--- src/rtl/gas_link_pkg.sv ---
// rtl/gas_link_pkg.sv - gas code and signature table shared by both ends of the gas-detector link
package gas_link_pkg;

  localparam int SIG_LEN = 8;

  typedef enum logic [2:0] {
    GAS_NONE    = 3'd0,
    GAS_METHANE = 3'd1,
    GAS_CO      = 3'd2,
    GAS_LPG     = 3'd3,
    GAS_H2S     = 3'd4
  } gas_code_e;

  localparam logic [SIG_LEN-1:0] SIG_METHANE = 8'b1010_1001;
  localparam logic [SIG_LEN-1:0] SIG_CO      = 8'b1100_0101;
  localparam logic [SIG_LEN-1:0] SIG_LPG     = 8'b1110_0011;
  localparam logic [SIG_LEN-1:0] SIG_H2S     = 8'b1001_1011;

  typedef struct packed {
    logic               supported;
    logic [SIG_LEN-1:0] signature;
  } sig_entry_t;

  typedef enum logic [1:0] {
    ST_IDLE = 2'd0,
    ST_SEND = 2'd1,
    ST_GAP  = 2'd2
  } ser_state_e;

  function automatic sig_entry_t sig_lookup(input logic [2:0] code);
    sig_entry_t e;
    case (code)
      GAS_METHANE: e = '{supported: 1'b1, signature: SIG_METHANE};
      GAS_CO:      e = '{supported: 1'b1, signature: SIG_CO};
      GAS_LPG:     e = '{supported: 1'b1, signature: SIG_LPG};
      GAS_H2S:     e = '{supported: 1'b1, signature: SIG_H2S};
      default:     e = '{supported: 1'b0, signature: '0};
    endcase
    return e;
  endfunction

endpackage

--- src/rtl/gas_signature_serializer.sv ---
// rtl/gas_signature_serializer.sv - serialises a gas code's signature MSB first, followed by a zero gap
module gas_signature_serializer
  import gas_link_pkg::*;
#(
  parameter int SIG_W      = 8,
  parameter int GAP_CYCLES = 4
) (
  input  logic       clk,
  input  logic       arst,
  input  logic [2:0] code_in,
  input  logic       code_valid,
  output logic       code_ready,
  output logic       dout,
  output logic       busy,
  output logic       done,
  output logic       err
);

  localparam int CNT_W = $clog2(SIG_W);

  ser_state_e             state_q, state_d;
  logic [SIG_W-1:0]       shreg_q, shreg_d;
  logic [CNT_W-1:0]       bit_cnt_q, bit_cnt_d;
  logic [3:0]             gap_cnt_q, gap_cnt_d;
  logic                   armed_q;
  logic                   dout_q, dout_d;
  logic                   busy_q, busy_d;
  logic                   done_q, done_d;
  logic                   err_q, err_d;
  logic                   ready_q, ready_d;
  sig_entry_t             entry;
  logic                   accept;

  assign entry  = sig_lookup(code_in);
  // armed_q blocks an accept on the first edge after reset release
  assign accept = armed_q && code_valid && (state_q == ST_IDLE);

  always_comb begin
    state_d   = state_q;
    shreg_d   = shreg_q;
    bit_cnt_d = bit_cnt_q;
    gap_cnt_d = gap_cnt_q;
    dout_d    = 1'b0;
    busy_d    = 1'b0;
    done_d    = 1'b0;
    err_d     = 1'b0;
    ready_d   = 1'b0;
    case (state_q)
      ST_IDLE: begin
        ready_d = 1'b1;
        if (accept) begin
          if (entry.supported) begin
            shreg_d   = SIG_W'(entry.signature);
            bit_cnt_d = CNT_W'(SIG_W - 1);
            state_d   = ST_SEND;
            ready_d   = 1'b0;
          end else begin
            err_d = 1'b1;
          end
        end
      end
      ST_SEND: begin
        dout_d  = shreg_q[SIG_W-1];
        busy_d  = 1'b1;
        shreg_d = {shreg_q[SIG_W-2:0], 1'b0};
        if (bit_cnt_q == '0) begin
          gap_cnt_d = 4'(GAP_CYCLES - 1);
          state_d   = ST_GAP;
        end else begin
          bit_cnt_d = bit_cnt_q - 1'b1;
        end
      end
      ST_GAP: begin
        busy_d = 1'b1;
        if (gap_cnt_q == 4'd0) begin
          done_d  = 1'b1;
          ready_d = 1'b1;
          state_d = ST_IDLE;
        end else begin
          gap_cnt_d = gap_cnt_q - 4'd1;
        end
      end
      default: begin
        ready_d = 1'b1;
        state_d = ST_IDLE;
      end
    endcase
  end

  always_ff @(posedge clk or negedge arst) begin
    if (!arst) begin
      state_q   <= ST_IDLE;
      shreg_q   <= '0;
      bit_cnt_q <= '0;
      gap_cnt_q <= '0;
      armed_q   <= 1'b0;
      dout_q    <= 1'b0;
      busy_q    <= 1'b0;
      done_q    <= 1'b0;
      err_q     <= 1'b0;
      ready_q   <= 1'b1;
    end else begin
      state_q   <= state_d;
      shreg_q   <= shreg_d;
      bit_cnt_q <= bit_cnt_d;
      gap_cnt_q <= gap_cnt_d;
      armed_q   <= 1'b1;
      dout_q    <= dout_d;
      busy_q    <= busy_d;
      done_q    <= done_d;
      err_q     <= err_d;
      ready_q   <= ready_d;
    end
  end

  assign code_ready = ready_q;
  assign dout       = dout_q;
  assign busy       = busy_q;
  assign done       = done_q;
  assign err        = err_q;

endmodule

--- config.mk ---
export PLATFORM = sky130hd
export DESIGN_NAME = gas_signature_serializer
export DESIGN_NICKNAME = d
export VERILOG_FILES = /design/src/rtl/gas_link_pkg.sv /design/src/rtl/gas_signature_serializer.sv
export SDC_FILE = /design/constraint.sdc
export NUM_CORES = 1
export LEC_CHECK = 0
export ABC_CLOCK_PERIOD_IN_PS = 1700
export CAP_MARGIN = 10
export CORE_MARGIN = 4
export CORE_UTILIZATION = 51
export DETAILED_ROUTE_END_ITERATION = 6
export GPL_ROUTABILITY_DRIVEN = 1
export PLACE_DENSITY = 0.74
export SLEW_MARGIN = 20
export SYNTH_ARGS = -nofsm -noshare
export SYNTH_HDL_FRONTEND = slang
export SYNTH_SLANG_ARGS = --single-unit
--- constraint.sdc ---
create_clock -name clk -period 1.7 [get_ports clk]
set_input_delay 0.255 -clock clk [delete_from_list [all_inputs] [get_ports clk]]
set_output_delay 0.255 -clock clk [all_outputs]
set_load 0.01 [all_outputs]
==> results of run 1 <==
## cell type report
| type | count | area [sq um] | area share, % |
|---|---|---|---|
| Multi-Input combinational cell | 93 | 703 | 41.8 |
| Tap cell | 30 | 37.5 | 2.23 |
| Timing Repair Buffer | 34 | 280 | 16.7 |
| Clock buffer | 4 | 26.3 | 1.56 |
| Inverter | 15 | 56.3 | 3.35 |
| Sequential cell | 23 | 577 | 34.3 |
## timing repair
item | 4_1_cts | 5_1_grt
cloned | 0 | 0
setup buffers | 0 | 1
endpoints found under the setup margin | 6 | 12
pin swaps | 1 | 1
resized for setup | 4 | 3
## metal layers
layer	GRT usage, %	part of all wire, %	vias up
met3	4.14	3.8	4
met1	21.4	47	515
met4	2.53	0.91	0
met5	0	0	-
li1	-	-	545
met2	28.2	48	19
## cell usage after synthesis (all sizes together)
cell type,count
nand3,5
o32a,3
and2,2
inv,15
clkbuf,3
a221o,2
o21a,1
buf,5
a211o,2
xnor2,3
and4b,2
o22ai,2
o32ai,1
a31oi,3
or3b,1
a21oi,14
nor4,1
nor3,3
conb,1
mux2,2
ha,9
nor2,14
dfstp,1
dfrtp,22
nand4,1
o21ai,4
or3,1
nand2b,4
o31ai,3
nand2,4
mux2i,2
nor2b,1
a22oi,1
o2bb2ai,1
## metrics by stage
stage	cells	setup WS [ns]	setup TNS (ns)	hold slack (ns)
detailed placement	194	-0.236	-2.62	0.482
global route	199	-0.0397	-0.108	0.299
finish	199	0.0146	0	0.288
CTS	198	0.00328	0	0.290
floorplan	139	-0.0355	-0.0446	-0.0406
global placement	194	-0.169	-1.88	0.470
## worst min-delay path by stage
stage               slack (ns)          from      endpoint
finish                    0.29          arst    shreg_q[4]
global route              0.30          arst  bit_cnt_q[1]
CTS                       0.29          arst    shreg_q[4]
detailed placement        0.48  bit_cnt_q[0]  bit_cnt_q[0]
global placement          0.47    shreg_q[7]          dout
floorplan                -0.04          arst       armed_q
## worst reg2reg max path, cell delays in order, from the launching register on
cell and delay [ns]:
dfrtp_1 0.40, inv_1 0.06, ha_2 0.17, or3b_4 0.41, a21oi_2 0.14, nand2_2 0.08, mux2_4 0.31
## logic make-up after synthesis
group / after synthesis / share of synthesized area [%]
AOI/OAI and AO/OA: 37 / 20.2
xor gates and xnor gates: 3 / 1.94
adders and majority gates: 9 / 8.32
buffers and inverters: 23 / 7.76
DFF: 23 / 42.6
muxes: 4 / 3.14
other: 1 / 0.277
and+or+nand+nor: 39 / 15.7
## sequential cells by signal (all words and copies together), names as in the netlist
name        flops
gap_cnt_q       4
shreg_q         8
bit_cnt_q       3
err             1
armed_q         1
state_q         2
dout            1
code_ready      1
busy            1
done            1
## power by group through the flow
stage | Combinational, mW | Clock (mW) | Sequential [mW]
2_1_floorplan | 0.971 | 0 | 0.949
3_3_place_gp | 1.47 | 0 | 0.933
3_5_place_dp | 1.53 | 0 | 0.944
4_1_cts | 1.55 | 0.257 | 0.936
5_1_grt | 1.74 | 0.276 | 0.960
6_report | 1.57 | 0.253 | 0.931
==> flow_summary.toml, run 1 <==
[outcome]
outcome = "finished clean"

[layout]
drive_gt1_share_pct = 27.2
final_nets = 185
syn_to_final_growth_pct = 24.1
final_util_pct = 67.2
fill_cells = 206
diodes = 0
mostFrequentLayoutCells = "buf_4, dfrtp_1, nor2_1"
final_common_cell = "buf_4"
finish.instance_area_sq_mm = 0.00168

[sta]
final-setup-viol-count = 0
post-route-min-period_ns = 1.69
rsz0062_at_grt = "true"
drv_slew = 0
period_share_pct = 99.1
fmax_mhz = 593
fin_skew_ns = 0.00593
hold_violations = 0

[synthesis]
synth_cell_types = 44
synth_nets = 154
yosysSeqAreaShare_pct = 42.6
ys_top_cells_by_area = "dfrtp_1, ha_1, a21oi_1, inv_1, nor2_1"
syn_avg_cell_area_sq_um = 9.74
synth-seq-cells = 23
ys.warnings.count = 0
synth_top_area_cell = "dfrtp_1"
synth_cells = 139
synthesis.area_sq_mm = 0.00135
synth_top_area_share_pct = 40.7

[setup_path]
critPathRequiredTime_ns = 1.90
rr_endpoint = "state_q[1]"
cp.depth = 6
worstSetupStartpointType = "flop"
r2r_cells = 6
cpLargestDelayFamily = "simple AND/OR/NAND/NOR gates"
cp_cell_sequence = "inv_1 > ha_2 > or3b_4 > a21oi_2 > nand2_2 > mux2_4"
crit_buf_inv = 1
crit_slowest_cell = "or3b_4"
r2r_start = "gap_cnt_q[0]"
r2r_setup_slack_ns = 0.01
critPathLaunch = "gap_cnt_q[0]"
crit_arrival_ns = 1.89
critPathKind = "reg -> reg"
setup.worst_path.end = "state_q[1]"
critPathMaxFanout = 4
max_stage_delay_ns = 0.41
endpoint_kind = "flop"

[floorplanning]
dieArea_sq_mm = 0.00354
ioPinCount = 11
core_area_sq_mm = 0.00250
die_y_um = 59.5
rows = 18
chipWidth_um = 59.5
initial_utilization_pct = 54.2

[drt]
firstDrtPassIters = 4
finalWirelength_mm = 2.74
vias = 1083
viasPerCell = 5.44
wl_per_cell_um = 13.8
ant_nets = 0
drc = 0
drt_iter0_markers = 46

[power]
pwr-share-comb_pct = 57.1
p_total_mw = 2.76
swShare_pct = 39.4
seqPwrFrac_pct = 33.8
p_int_mw = 1.67
power_density_mw_per_mm2 = 1640
ir_worst_vdd_uv = 1180
switchingPower_mw = 1.09
clkPwrFrac_pct = 9.2
p_leak_nw = 0.777

[placed_design]
routabilityCongestion = 0.828
dp_hpwl_mm = 2.07
dpl_cell_area_sq_mm = 0.00163
portBuffers = 10

[global_routing]
grt_pass1_vias = 1078
gr-total-overflow = 0
antenna_found_initial = 0
grt_pass1_wl_mm = 4.53
grt_max_degree = 24
grt_usage_pct = 16.5

[cts]
cts.sinks = 23
htree_num_levels = 1
cts_tree = "built"
cts_made_buffers = 3
clock_path_buffers = 2
holdBufCountCts = 0
insertion_delay_ns = 0.31
clockRootBuffer = "clkbuf_4"
clk_pin_slew_ns = 0.13

[run]
max_cap_violations = 0

[worst_hold_path]
hold_path.class = "in -> async"
(Power assumes the default switching activity.)
==> run 2, diff against run 1 <==
Settings changed: CTS_CLUSTER_SIZE from default to 8, SETUP_SLACK_MARGIN from default to 0.3.
==> flow_summary.toml, run 2 (synthesized netlist as in run 1, its figures left out) <==
[outcome]
outcome = "complete, but fails checks"
violations = "setup timing"

[setup_path]
cpLargestDelayFamily = "simple AND/OR/NAND/NOR gates"
cp_cell_sequence = "inv_2 > ha_4 > or3b_4 > a21oi_2 > nand2_2 > mux2_4"
crit_slowest_cell = "dfrtp_1"
r2r_start = "gap_cnt_q[0]"
critPathRequiredTime_ns = 1.93
crit_buf_inv = 1
crit_arrival_ns = 1.99
endpoint_kind = "flop"
critPathKind = "reg -> reg"
r2r_setup_slack_ns = -0.06
critPathMaxFanout = 4
r2r_cells = 6
rr_endpoint = "state_q[1]"
max_stage_delay_ns = 0.42
worstSetupStartpointType = "flop"

[layout]
largest_reg_flops = 8
regArea_sq_um = 578
stdcell_count = 218
top_regs = "shreg_q: 8 flops, gap_cnt_q: 4 flops, bit_cnt_q: 3 flops"
fill_cells = 120
mostFrequentLayoutCells = "buf_4, dfrtp_1, nor2_1, buf_6, inv_1"
drive_gt1_share_pct = 51.1
final_nets = 204
multiInputGateArea_sq_um = 922
syn_to_final_growth_pct = 53.6
final_common_cell = "buf_4"
diodes = 0
top_register = "shreg_q"

[sta]
final-setup-viol-count = 2
post-route-min-period_ns = 1.76
rsz0062_at_grt = "true"
finalSetupTns_ns = -0.0908
drv_slew = 0
fin_skew_ns = 0.00549
relSlewSlack_pct = 61.8
worst-slew-pin-transition_ns = 0.567
period_share_pct = 103
fmax_mhz = 569
hold_violations = 0
layout_setup_ws_ns = -0.0568

[cts]
htree_num_levels = 1
cts_tree = "built"
holdBufCountCts = 0
clk_pin_slew_ns = 0.14
cts.sinks = 23
cts_made_buffers = 3
clock_path_buffers = 2
insertion_delay_ns = 0.33
clockRootBuffer = "clkbuf_4"

[power]
pwr-share-comb_pct = 65.8
swShare_pct = 41.8
p_leak_nw = 0.933
clkPwrFrac_pct = 7.4
ir_worst_vdd_uv = 1420
p_total_mw = 3.69
switchingPower_mw = 1.54
seqPwrFrac_pct = 26.8
p_int_mw = 2.14
power_density_mw_per_mm2 = 1770

[drt]
viasPerCell = 5.80
vias = 1264
drt_iter0_markers = 69
wl_per_cell_um = 17.7
finalWirelength_mm = 3.86
firstDrtPassIters = 4
drc = 0
ant_nets = 0

[global_routing]
grt_usage_pct = 20.6
grt_pass1_vias = 1214
antenna_found_initial = 0
grt_pass1_wl_mm = 5.44
grt_max_degree = 24
gr-total-overflow = 0

[worst_hold_path]
hold_path.class = "in -> async"

[placed_design]
dp.cells = 190
dp_hpwl_mm = 2.20
routabilityCongestion = 0.822
dp_slack_ns = -0.220
portBuffers = 10

[floorplanning]
rows = 18
ioPinCount = 11
chipWidth_um = 59.5
initial_utilization_pct = 54.2
die_y_um = 59.5
dieArea_sq_mm = 0.00354
core_area_sq_mm = 0.00250

[run]
max_cap_violations = 0
run 2: worst register-to-register path, delay by kind of cell, from the launching register on:
family	cells	cell delay (ns)
fa+ha+maj	1	0.13
simple gates	2	0.51
compound gates	1	0.19
mux	1	0.32
buf+inv	1	0.09
flops	1	0.42
run 2: power by group through the flow:
stage | clock, mW | sequential, mW | combinational [mW]
global route | 0.300 | 1.01 | 2.60
global placement | 0 | 0.950 | 1.46
detailed placement | 0 | 0.958 | 1.54
CTS | 0.269 | 0.934 | 1.79
floorplan | 0 | 0.962 | 1.09
finish | 0.272 | 0.988 | 2.43
run 2: worst max path at each step:
stage                 startpoint          to  slack, ns  depth (start not counted)
CTS                 gap_cnt_q[1]  state_q[1]     -0.004                          6
global route        gap_cnt_q[0]  state_q[1]       -0.1                          6
detailed placement    code_in[1]  shreg_q[6]      -0.22                          5
floorplan           gap_cnt_q[0]  state_q[1]      -0.04                          7
global placement      code_in[1]  shreg_q[6]      -0.16                          5
finish              gap_cnt_q[0]  state_q[1]      -0.06                          6
run 2: stage by stage:
stage / instance area, sq um / hold WS, ns / utilization (%)
finish: 2080 / 0.263 / 83.2
global route: 2080 / 0.271 / 83.2
CTS: 1820 / 0.274 / 72.7
detailed placement: 1650 / 0.483 / 65.8
global placement: 1650 / 0.473 / 65.8
floorplan: 1450 / -0.0406 / -
run 2: repair_timing:
action | CTS | global route
endpoints found under the setup margin | 23 | 19
hold endpoints to repair | 0 | 0
pin swaps | 13 | 19
resized for setup | 30 | 36
setup buffers | 11 | 13
run 2: layer usage:
layer	up-vias	routed length (um)	global-route usage, %
li1	585	-	-
met1	618	1620	26.0
met2	46	1930	33.2
met3	15	169	2.61
met4	0	141	13.0
met5	-	0	0
run 2: layout make-up:
type / count / area share (%)
clock buffers: 3 / 1.08
clock inverters: 1 / 0.241
repair buffers: 53 / 21.9
multi-input cells: 93 / 44.3
well taps: 30 / 1.81
flip-flops and latches: 23 / 27.8
inverters: 15 / 2.83
==> run 3, diff against run 2 <==
==> constraint.sdc (replaced) <==
create_clock -name clk -period 1.7 [get_ports clk]
set_input_delay 0.255 -clock clk [delete_from_list [all_inputs] [get_ports clk]]
set_output_delay 0.255 -clock clk [all_outputs]
set_load 0.005 [all_outputs]
==> flow_summary.toml, run 3 (synthesized netlist as in run 1, its figures left out) <==
[outcome]
outcome = "complete, but fails checks"
violations = "setup timing"

[setup_path]
endpoint_kind = "flop"
crit_arrival_ns = 2.00
crit_slowest_cell = "dfrtp_1"
critPathLaunch = "gap_cnt_q[0]"
rr_endpoint = "state_q[1]"
cp.depth = 6
r2r_setup_slack_ns = -0.06
critPathMaxFanout = 4
setup.worst_path.end = "state_q[1]"
critPathRequiredTime_ns = 1.93
critPathKind = "reg -> reg"
cpLargestDelayFamily = "simple AND/OR/NAND/NOR gates"
cp_cell_sequence = "inv_2 > ha_4 > or3b_4 > a21oi_2 > nand2_2 > mux2_4"
r2r_start = "gap_cnt_q[0]"
worstSetupStartpointType = "flop"
r2r_cells = 6
max_stage_delay_ns = 0.43
crit_buf_inv = 1

[floorplanning]
core_area_sq_mm = 0.00250
dieArea_sq_mm = 0.00354
die_y_um = 59.5
initial_utilization_pct = 54.2
chipWidth_um = 59.5
ioPinCount = 11
rows = 18

[global_routing]
grt_max_degree = 24
antenna_found_initial = 0
grt_pass1_vias = 1214
grt_pass1_wl_mm = 5.44
gr-total-overflow = 0
grt_usage_pct = 20.6

[cts]
clock_path_buffers = 2
cts.sinks = 23
insertion_delay_ns = 0.33
cts_made_buffers = 3
cts_tree = "built"
clk_pin_slew_ns = 0.14
clockRootBuffer = "clkbuf_4"
htree_num_levels = 1

[sta]
rsz0062_at_grt = "true"
drv_slew = 0
worst-slew-pin-transition_ns = 0.567
layout_setup_ws_ns = -0.0630
relSlewSlack_pct = 61.9
fin_skew_ns = 0.00688
period_share_pct = 104
post-route-min-period_ns = 1.76
holdWs_ns = 0.259
final-setup-viol-count = 2
hold_violations = 0
fmax_mhz = 567

[layout]
final_util_pct = 83.1
top_register = "shreg_q"
mostFrequentLayoutCells = "buf_4, dfrtp_1, nor2_1, buf_6, inv_1"
diodes = 0
drive_gt1_share_pct = 51.1
syn_to_final_growth_pct = 53.5
final_common_cell = "buf_4"
final_nets = 204
stdcell_count = 218
largest_reg_flops = 8
finish.instance_area_sq_mm = 0.00208
top_regs = "shreg_q: 8 flops, gap_cnt_q: 4 flops, bit_cnt_q: 3 flops"

[placed_design]
routabilityCongestion = 0.822
dp.cells = 190
dp_hpwl_mm = 2.20
dpl_cell_area_sq_mm = 0.00165
portBuffers = 10

[drt]
drc = 0
ant_nets = 0
firstDrtPassIters = 4
wl_per_cell_um = 17.6
vias = 1269
drt_iter0_markers = 64
finalWirelength_mm = 3.84
viasPerCell = 5.82

[power]
power_density_mw_per_mm2 = 1770
p_total_mw = 3.67
p_leak_nw = 0.934
ir_worst_vdd_uv = 1390

[worst_hold_path]
hold_path.class = "in -> async"

[run]
max_cap_violations = 0
## run 3: cell count changes in the layout (fill, tap and decap cells not counted)
cell,previous run,this run
clkdlybuf4s15_1,1,0
dlygate4sd2_1,7,8
## run 3: layer usage
layer  global-route usage, %  routed length (um)
met1                    26.0                1590
met2                    33.2                1950
met3                    2.61                 154
met4                    13.0                 138
met5                       0                   0
## run 3: power by group
| group | internal (mW) | switching [mW] |
|---|---|---|
| sequential | 0.789 | 0.199 |
| clock | 0.0884 | 0.187 |
| combinational | 1.26 | 1.15 |
| total | 2.14 | 1.53 |
## run 3: final cells by class
type	instances	area, sq um
clock inverters	1	5.00
multi-input cells	93	922
clock buffers	3	22.5
fillers	121	422
well taps	30	37.5
flip-flops and latches	23	578
inverters	15	58.8
repair buffers	53	454
## run 3: repair_timing
| item | 4_1_cts | 5_1_grt |
|---|---|---|
| pin swaps | 13 | 19 |
| gates resized for setup | 30 | 35 |
| hold buffers | 0 | 0 |
| setup buffers | 11 | 13 |
| endpoints found under the setup margin | 23 | 18 |
## run 3: per-stage QoR
stage                     setup slack, ns  setup TNS [ns]
after global placement             -0.163           -1.58
after detailed placement           -0.220           -2.48
after floorplan                   -0.0354         -0.0459
after CTS                        -0.00353        -0.00353
after global routing              -0.0964          -0.169
final                             -0.0630          -0.102
## run 3: how the worst min path moves through the flow
| stage | startpoint | endpoint | slack, ns |
|---|---|---|---|
| 2_1_floorplan | arst | armed_q | -0.04 |
| 3_3_place_gp | bit_cnt_q[0] | bit_cnt_q[0] | 0.47 |
| 3_5_place_dp | bit_cnt_q[0] | bit_cnt_q[0] | 0.48 |
| 4_1_cts | arst | bit_cnt_q[2] | 0.27 |
| 5_1_grt | arst | shreg_q[4] | 0.27 |
| 6_report | arst | bit_cnt_q[0] | 0.26 |
